`config.mk`:
```
export PLATFORM = sky130hd
export DESIGN_NAME = pulse_gen_multi
export DESIGN_NICKNAME = d
export VERILOG_FILES = /design/src/rtl/pulse_gen_pkg.sv /design/src/rtl/pulse_gen_ch.sv /design/src/rtl/pulse_gen_multi.sv
export SDC_FILE = /design/constraint.sdc
export NUM_CORES = 1
export LEC_CHECK = 0
export CAP_MARGIN = 15
export CORE_MARGIN = 1.5
export CORE_UTILIZATION = 40
export DETAILED_ROUTE_END_ITERATION = 8
export DONT_BUFFER_PORTS = 1
export HOLD_SLACK_MARGIN = 0.1
export REMOVE_ABC_BUFFERS = 1
export SYNTH_ARGS = -nofsm -noshare
export SYNTH_HDL_FRONTEND = slang
export SYNTH_SLANG_ARGS = --single-unit
```
`constraint.sdc`:
```
create_clock -name wb_clk_i -period 4.95 [get_ports wb_clk_i]
set_input_delay 0.99 -clock wb_clk_i [delete_from_list [all_inputs] [get_ports wb_clk_i]]
set_output_delay 0.99 -clock wb_clk_i [all_outputs]
set_load 0.1 [all_outputs]
```
`src/rtl/pulse_gen_pkg.sv`:
```
// Purpose: shared types and default sizes for the multi-channel pulse generator.
// Contents:
//   DEF_N_CH  - default number of pulse channels
//   DEF_CNT_W - default width of period, high-time and burst counters
//   state_t   - controller FSM states (IDLE, RUN, DONE)
package pulse_gen_pkg;

  localparam int DEF_N_CH  = 2;
  localparam int DEF_CNT_W = 16;

  typedef enum logic [1:0] {
    ST_IDLE = 2'd0,
    ST_RUN  = 2'd1,
    ST_DONE = 2'd2
  } state_t;

endpackage

```
`src/rtl/pulse_gen_ch.sv`:
```
// Purpose: one pulse channel. Holds the shadow copy of its high time and
// enable, compares the shared phase against the high time, and registers the
// gated source level onto the output.
// Ports:
//   i_clk, i_rst - clock and synchronous active-high reset
//   i_load       - capture i_high_cnt / i_en into the shadow registers
//   i_run        - controller is in RUN; output is forced low otherwise
//   i_phase      - shared phase counter (0..period-1)
//   i_high_cnt   - requested high time in cycles
//   i_en         - requested channel enable
//   i_src        - level source gated onto the output
//   o_pulse      - registered gated pulse
module pulse_gen_ch
  import pulse_gen_pkg::*;
#(
  parameter int CNT_W = DEF_CNT_W
) (
  input  logic             i_clk,
  input  logic             i_rst,
  input  logic             i_load,
  input  logic             i_run,
  input  logic [CNT_W-1:0] i_phase,
  input  logic [CNT_W-1:0] i_high_cnt,
  input  logic             i_en,
  input  logic             i_src,
  output logic             o_pulse
);

  logic [CNT_W-1:0] r_high;
  logic             r_en;
  logic             r_pulse;
  logic             w_gate;

  // The gate uses only the shadow copy, so a new high time set mid-period
  // cannot disturb the period already in progress. A high time of zero
  // never opens the gate; one at or above the period keeps it open.
  assign w_gate = r_en && (i_phase < r_high);

  // Shadow registers reload only when the controller says so (run start or
  // period wrap). The output register adds the single cycle of latency
  // between the phase value and the visible pulse.
  always_ff @(posedge i_clk) begin
    if (i_rst) begin
      r_high  <= '0;
      r_en    <= 1'b0;
      r_pulse <= 1'b0;
    end else begin
      if (i_load) begin
        r_high <= i_high_cnt;
        r_en   <= i_en;
      end
      r_pulse <= i_run & w_gate & i_src;
    end
  end

  assign o_pulse = r_pulse;

endmodule

```
`src/rtl/pulse_gen_multi.sv`:
```
// Purpose: multi-channel pulse generator with a shared period counter,
// continuous or burst operation and per-channel duty.
// Ports:
//   wb_clk_i, wb_rst_i - clock and synchronous active-high reset
//   start_i, stop_i    - begin generation / end at next period boundary
//   mode_i             - 0 continuous, 1 burst
//   period_i           - period length in cycles
//   burst_len_i        - number of periods in burst mode
//   high_cnt_i         - per-channel high time, channel k at [k*CNT_W +: CNT_W]
//   ch_en_i, src_i     - per-channel enable and level source
//   pulse_o            - registered gated pulse outputs
//   busy_o, done_o     - in RUN / one-cycle completion pulse
//   cfg_err_o          - one-cycle pulse when a start is rejected
module pulse_gen_multi
  import pulse_gen_pkg::*;
#(
  parameter int N_CH  = DEF_N_CH,
  parameter int CNT_W = DEF_CNT_W
) (
  input  logic                  wb_clk_i,
  input  logic                  wb_rst_i,
  input  logic                  start_i,
  input  logic                  stop_i,
  input  logic                  mode_i,
  input  logic [CNT_W-1:0]      period_i,
  input  logic [CNT_W-1:0]      burst_len_i,
  input  logic [N_CH*CNT_W-1:0] high_cnt_i,
  input  logic [N_CH-1:0]       ch_en_i,
  input  logic [N_CH-1:0]       src_i,
  output logic [N_CH-1:0]       pulse_o,
  output logic                  busy_o,
  output logic                  done_o,
  output logic                  cfg_err_o
);

  localparam logic [CNT_W-1:0] ONE = CNT_W'(1);

  state_t           r_state;
  state_t           w_next_state;
  logic [CNT_W-1:0] r_phase;
  logic [CNT_W-1:0] r_burst_cnt;
  logic [CNT_W-1:0] r_period;
  logic [CNT_W-1:0] r_burst_len;
  logic             r_mode;
  logic             r_stop_pend;
  logic             r_cfg_err;

  logic w_cfg_ok;
  logic w_wrap;
  logic w_stop_seen;
  logic w_burst_end;
  logic w_accept;
  logic w_reject;
  logic w_run;
  logic w_load;

  assign w_cfg_ok    = (period_i != '0) && !(mode_i && (burst_len_i == '0));
  assign w_wrap      = (r_phase == (r_period - ONE));
  assign w_stop_seen = r_stop_pend | stop_i;
  assign w_burst_end = r_mode && (r_burst_cnt == (r_burst_len - ONE));
  assign w_run       = (r_state == ST_RUN);
  assign w_load      = w_accept | (w_run & w_wrap);

  // Next-state logic. A start together with stop is treated as no request
  // at all, so it neither starts a run nor flags a config error. Leaving RUN
  // only ever happens on a wrap, which guarantees whole periods.
  always_comb begin
    w_next_state = r_state;
    w_accept     = 1'b0;
    w_reject     = 1'b0;
    case (r_state)
      ST_IDLE: begin
        if (start_i && !stop_i) begin
          if (w_cfg_ok) begin
            w_accept     = 1'b1;
            w_next_state = ST_RUN;
          end else begin
            w_reject = 1'b1;
          end
        end
      end
      ST_RUN: begin
        if (w_wrap && (w_stop_seen || w_burst_end)) begin
          w_next_state = ST_DONE;
        end
      end
      ST_DONE: begin
        w_next_state = ST_IDLE;
      end
      default: begin
        w_next_state = ST_IDLE;
      end
    endcase
  end

  // State register; reset drops straight to IDLE so a run aborted by reset
  // never passes through DONE.
  always_ff @(posedge wb_clk_i) begin
    if (wb_rst_i) begin
      r_state <= ST_IDLE;
    end else begin
      r_state <= w_next_state;
    end
  end

  // Run datapath: period/mode/burst length are frozen at run start, the
  // phase counter wraps every period, and a stop request seen mid-period is
  // remembered until the wrap that honours it.
  always_ff @(posedge wb_clk_i) begin
    if (wb_rst_i) begin
      r_phase     <= '0;
      r_burst_cnt <= '0;
      r_period    <= '0;
      r_burst_len <= '0;
      r_mode      <= 1'b0;
      r_stop_pend <= 1'b0;
      r_cfg_err   <= 1'b0;
    end else begin
      r_cfg_err <= w_reject;
      if (w_accept) begin
        r_period    <= period_i;
        r_burst_len <= burst_len_i;
        r_mode      <= mode_i;
        r_phase     <= '0;
        r_burst_cnt <= '0;
        r_stop_pend <= 1'b0;
      end else if (w_run) begin
        if (w_wrap) begin
          r_phase     <= '0;
          r_burst_cnt <= r_burst_cnt + ONE;
          r_stop_pend <= 1'b0;
        end else begin
          r_phase <= r_phase + ONE;
          if (stop_i) begin
            r_stop_pend <= 1'b1;
          end
        end
      end else begin
        r_phase     <= '0;
        r_stop_pend <= 1'b0;
      end
    end
  end

  // One channel instance per output; they share the phase counter and the
  // load strobe so all duty updates line up on the same period boundary.
  for (genvar k = 0; k < N_CH; k++) begin : g_ch
    pulse_gen_ch #(
      .CNT_W(CNT_W)
    ) u_ch (
      .i_clk      (wb_clk_i),
      .i_rst      (wb_rst_i),
      .i_load     (w_load),
      .i_run      (w_run),
      .i_phase    (r_phase),
      .i_high_cnt (high_cnt_i[k*CNT_W +: CNT_W]),
      .i_en       (ch_en_i[k]),
      .i_src      (src_i[k]),
      .o_pulse    (pulse_o[k])
    );
  end

  assign busy_o    = w_run;
  assign done_o    = (r_state == ST_DONE);
  assign cfg_err_o = r_cfg_err;

endmodule

```
==> results.md <==
Clocking:
- The hold buffer count at cts is 0.
- At the later pin of the worst-skew pair, clock insertion delay measures 0.36 ns.
- The clock tree from TritonCTS is built.
- After clock tree synthesis, the clock-pin slew on the worst setup and hold paths is 0.08 ns.
- The total clock sinks is 105.
- The number of gates resized after CTS was 0.
- CTS placed an instance of clkbuf_16 at the clock tree root.
- The number of clock buffers added by TritonCTS is 9.
- Once the clock tree was built, the setup fixing pass inserted 0 buffers.
- The number of buffers on the longest clock path is 2.
- The H-tree generated during clock tree synthesis spans 3 levels.

Setup path:
- The cell depth of the worst flop-to-flop path is 9.
- The buffer and inverter count on the worst path is 1.
- The endpoint of the most critical setup path is r_burst_cnt[8]$_SDFFE_PP0P_.
- The endpoint of the worst register-to-register path is r_burst_cnt[8]$_SDFFE_PP0P_.
- The worst setup path is launched from a flip-flop.
- In this design, the stage delay of the slowest critical-path cell is 0.71 ns.
- The critical path crosses 9 cells after its start point.
- The start of the worst register-to-register path is r_period[0]$_SDFFE_PP0P_.
- The required time at the worst-slack endpoint is 5.23 ns.
- Along the worst path, the maximum fanout reaches 49.
- The cell type of the slowest stage on the worst timing path is or4_4.
- The type of the worst setup path is reg -> reg.
- The start point of the critical path is r_period[0]$_SDFFE_PP0P_.
- The register-to-register path setup slack is 1.26 ns.
- STA classifies the critical path endpoint as a flip-flop.
- Walking the worst path, the cells encountered are inv_1, ha_1, or4b_4, o31ai_1, o2111ai_1, or4_1, or4_4, or4_1, a21oi_1.
- Grouping stages by cell kind, the critical path spends the most delay in simple AND/OR/NAND/NOR gates.
- Counting stages on the worst path, the most repeated cell is or4_1.
- The data arrival at the endpoint of the critical path is 3.97 ns.

STA:
- The count of pins over their slew limit is 0.
- The maximum frequency from static timing analysis is 271 MHz.
- The number of hold violations in the final report is 0.
- The worst hold slack is 0.457 ns.
- The least setup slack across all paths after layout is 1.26 ns.
- The max-slew headroom at the worst pin is 24.6%.
- Clock skew on the completed layout was measured at 0.00898 ns.
- Setup repair after global routing left no endpoint under its margin.
- The post-route clock period utilization is 74.6%.
- For the pin with the worst max-slew slack, the measured transition is 1.13 ns.
- Subtracting the final worst setup slack from the clock period gives 3.69 ns.
- The count of final setup violators is 0.
- After routing, the total negative slack on setup checks comes to 0 ns.

Floorplanning:
- The floorplan step set the die width to 126 um.
- The initial core utilization is 41.4%.
- The total area inside the core boundary comes to 14700 sq um.
- The floorplan step set the die height to 126 um.
- The floorplan row count is 44.
- The die footprint is 15900 sq um.
- Pin placement for this block handled 78 I/O pins.

Power and ir drop:
- The post-layout total power is 1.88 mW.
- IR analysis of the VDD net gives a maximum drop of 0.000176 V.
- The analysis attributes to cell leakage a power of 2.35 nW.
- The power density over the cells is 291 nW/um^2.

Synthesis:
- In this run the cell area of the synthesized design comes to 6080 sq um.
- Counting flops with a built-in enable in the synthesized netlist gives 0.
- Of the synthesized area, sequential elements account for 34.6%.
- For this run, the leading register cell type out of synthesis is dfxtp_1.
- The distinct cell type count of the synthesized netlist is 55.
- Of all cell types, the one taking the most synthesized area is dfxtp_1.
- The proportion of synthesized flip-flops having asynchronous set or reset is 0%.
- The most frequent cell after synthesis is dfxtp_1.
- The synthesis-stage register bit count is 105.
- The Yosys step of the flow raised 0 warnings.
- The synthesized design devotes to its leading area cell type 34.6% of total area.
- The cell count after synthesis is 786.
- After synthesis, the cell types taking the most area are dfxtp_1 35%, a21oi_1 7.2%, ha_1 7.0%.
- The average size of a mapped cell is 7.73 sq um.
- Ranked by instance count, the synthesized netlist is headed by 105 x dfxtp_1, 96 x nand2_1, 88 x a21oi_1, 53 x nand3_1, 46 x o21ai_0.

Routing:
- The uppermost layer routed is met4.
- After detailed routing, the number of remaining DRC violations is 0.
- After detailed routing, the average wire length per cell comes to 17.0 um.
- The number of nets still failing antenna checks after routing is 0.
- After the first detailed-routing iteration, the DRC count stood at 377.
- The mean number of vias per cell is 5.76.
- The met2 wire length is 7720 um.
- The routed layout has 5422 vias.
- The met3 wire length is 721 um.
- Summed over all layers, the routed wires come to 16000 um.
- After detailed routing, the wire length on met1 is 7250 um.
- Before antenna repair, the detailed router went through 5 iterations.

Final layout:
- Summing all non-filler instances in the final layout gives an area of 6470 sq um.
- Cells fill 44.0% of the core in the end.
- The post-route netlist has 5.55% of its cells at a drive strength greater than 1.
- Compared with the post-synthesis result, the final layout area differs by 6.40%.
- The repair_antennas step left the layout with diodes totalling 0.
- Excluding fillers, the count of instances in the completed layout stands at 941.
- The number of nets in the layout is 859.
- The layout filler cell count is 1501.

Global route:
- Entering global routing, the biggest net connects 73 pins.
- The number of antenna violations at the first check in global routing is 0.
- The total global-route track usage is 20.5%.
- The wire length of the first global-routing pass is 25900 um.
- The number of global-route vias before repair is 5238.
- Summed over all layers, the global routing overflow is 0.

Placed design:
- The half-perimeter wire length of the detailed placement result is 11700 um.
- The final weighted congestion in routability-driven placement is 0.853.
- After detailed placement, the total cell area comes to 6160 sq um.
- Before CTS, the worst setup slack after placement is 1.29 ns.
- Port buffering added 0 buffers.
- Including well taps, the total number of placed cells is 925.

Job:
- The number of max-capacitance violations reported is 0.

Worst hold path:
- In this run the worst hold path is classified as reg -> reg.

Status:
- The run finished with clean final reports.
==> cell type report <==
type	instances	area (sq um)	area share [%]
Multi-Input combinational cell	586	3620	56.0
Clock inverter	6	67.6	1.04
Inverter	45	169	2.61
Tap cell	184	230	3.56
Clock buffer	10	239	3.70
Timing Repair Buffer	5	37.5	0.580
Sequential cell	105	2100	32.5
==> cell usage in the layout, fill, tap and decap left out, types with 4 or more instances in the layout <==
cell       instances
or2_2             12
nand3b_1           6
nand2b_1           8
nand4_1           13
or4_1             11
or3_1              6
xnor2_1           27
nor2b_1            7
mux2i_1           13
clkbuf_16          9
a21oi_1           88
xor2_1            21
a21o_1             9
ha_1              34
dfxtp_1          105
o31ai_1            9
a211oi_1           4
and3_1             7
nand2_1           96
inv_1             44
o21ai_0           46
nor4_1            19
nor3_1            17
nand3_1           53
buf_4              5
nor2_1            38
==> metal layers <==
layer	track usage (%)	up-vias
met5	0	-
met1	25.4	2588
li1	-	2703
met3	4.97	18
met2	35.7	113
met4	5.48	0
==> kinds of logic after synthesis <==
family	after synthesis	share of synthesized area, %
xor+xnor	48	6.92
compound gates	178	16.8
mux	13	2.14
flops	105	34.6
buf+inv	95	6.26
fa+ha+maj	34	7.00
simple gates	313	26.3
==> sequential cells by signal, summed over array words and instances, names as in the netlist <==
name and count:
r_phase 16, g_ch.u_ch.o_pulse 2, g_ch.u_ch.r_en 2, r_state 2, r_burst_len 16, r_period 16
r_burst_cnt 16, r_mode 1, r_stop_pend 1, cfg_err_o 1, g_ch.u_ch.r_high 32
==> worst min-delay path by stage <==
stage	from	endpoint	depth (start not counted)
6_report	g_ch[0].u_ch.r_high[4]$_SDFFE_PP0P_	g_ch[0].u_ch.r_high[4]$_SDFFE_PP0P_	2
5_1_grt	g_ch[1].u_ch.r_high[14]$_SDFFE_PP0P_	g_ch[1].u_ch.r_high[14]$_SDFFE_PP0P_	2
4_1_cts	g_ch[0].u_ch.r_high[4]$_SDFFE_PP0P_	g_ch[0].u_ch.r_high[4]$_SDFFE_PP0P_	2
3_5_place_dp	g_ch[0].u_ch.r_high[4]$_SDFFE_PP0P_	g_ch[0].u_ch.r_high[4]$_SDFFE_PP0P_	2
3_3_place_gp	g_ch[1].u_ch.r_high[13]$_SDFFE_PP0P_	g_ch[1].u_ch.r_high[13]$_SDFFE_PP0P_	2
2_1_floorplan	r_stop_pend$_SDFFE_PP0P_	r_stop_pend$_SDFFE_PP0P_	2
==> power breakdown <==
part / leakage (nW) / switching (mW) / internal [mW] / total (mW)
Clock: 0.145 / 0.337 / 0.407 / 0.744
Sequential: 0.853 / 0.0308 / 0.871 / 0.902
Combinational: 1.35 / 0.139 / 0.0983 / 0.237
==> tightest hold or removal path, cell delays in order, from the launching register on <==
cell,delay (ns)
dfxtp_1,0.31
nand3_1,0.06
a21oi_1,0.05
No activity file was read; power rests on OpenSTA's default activity.
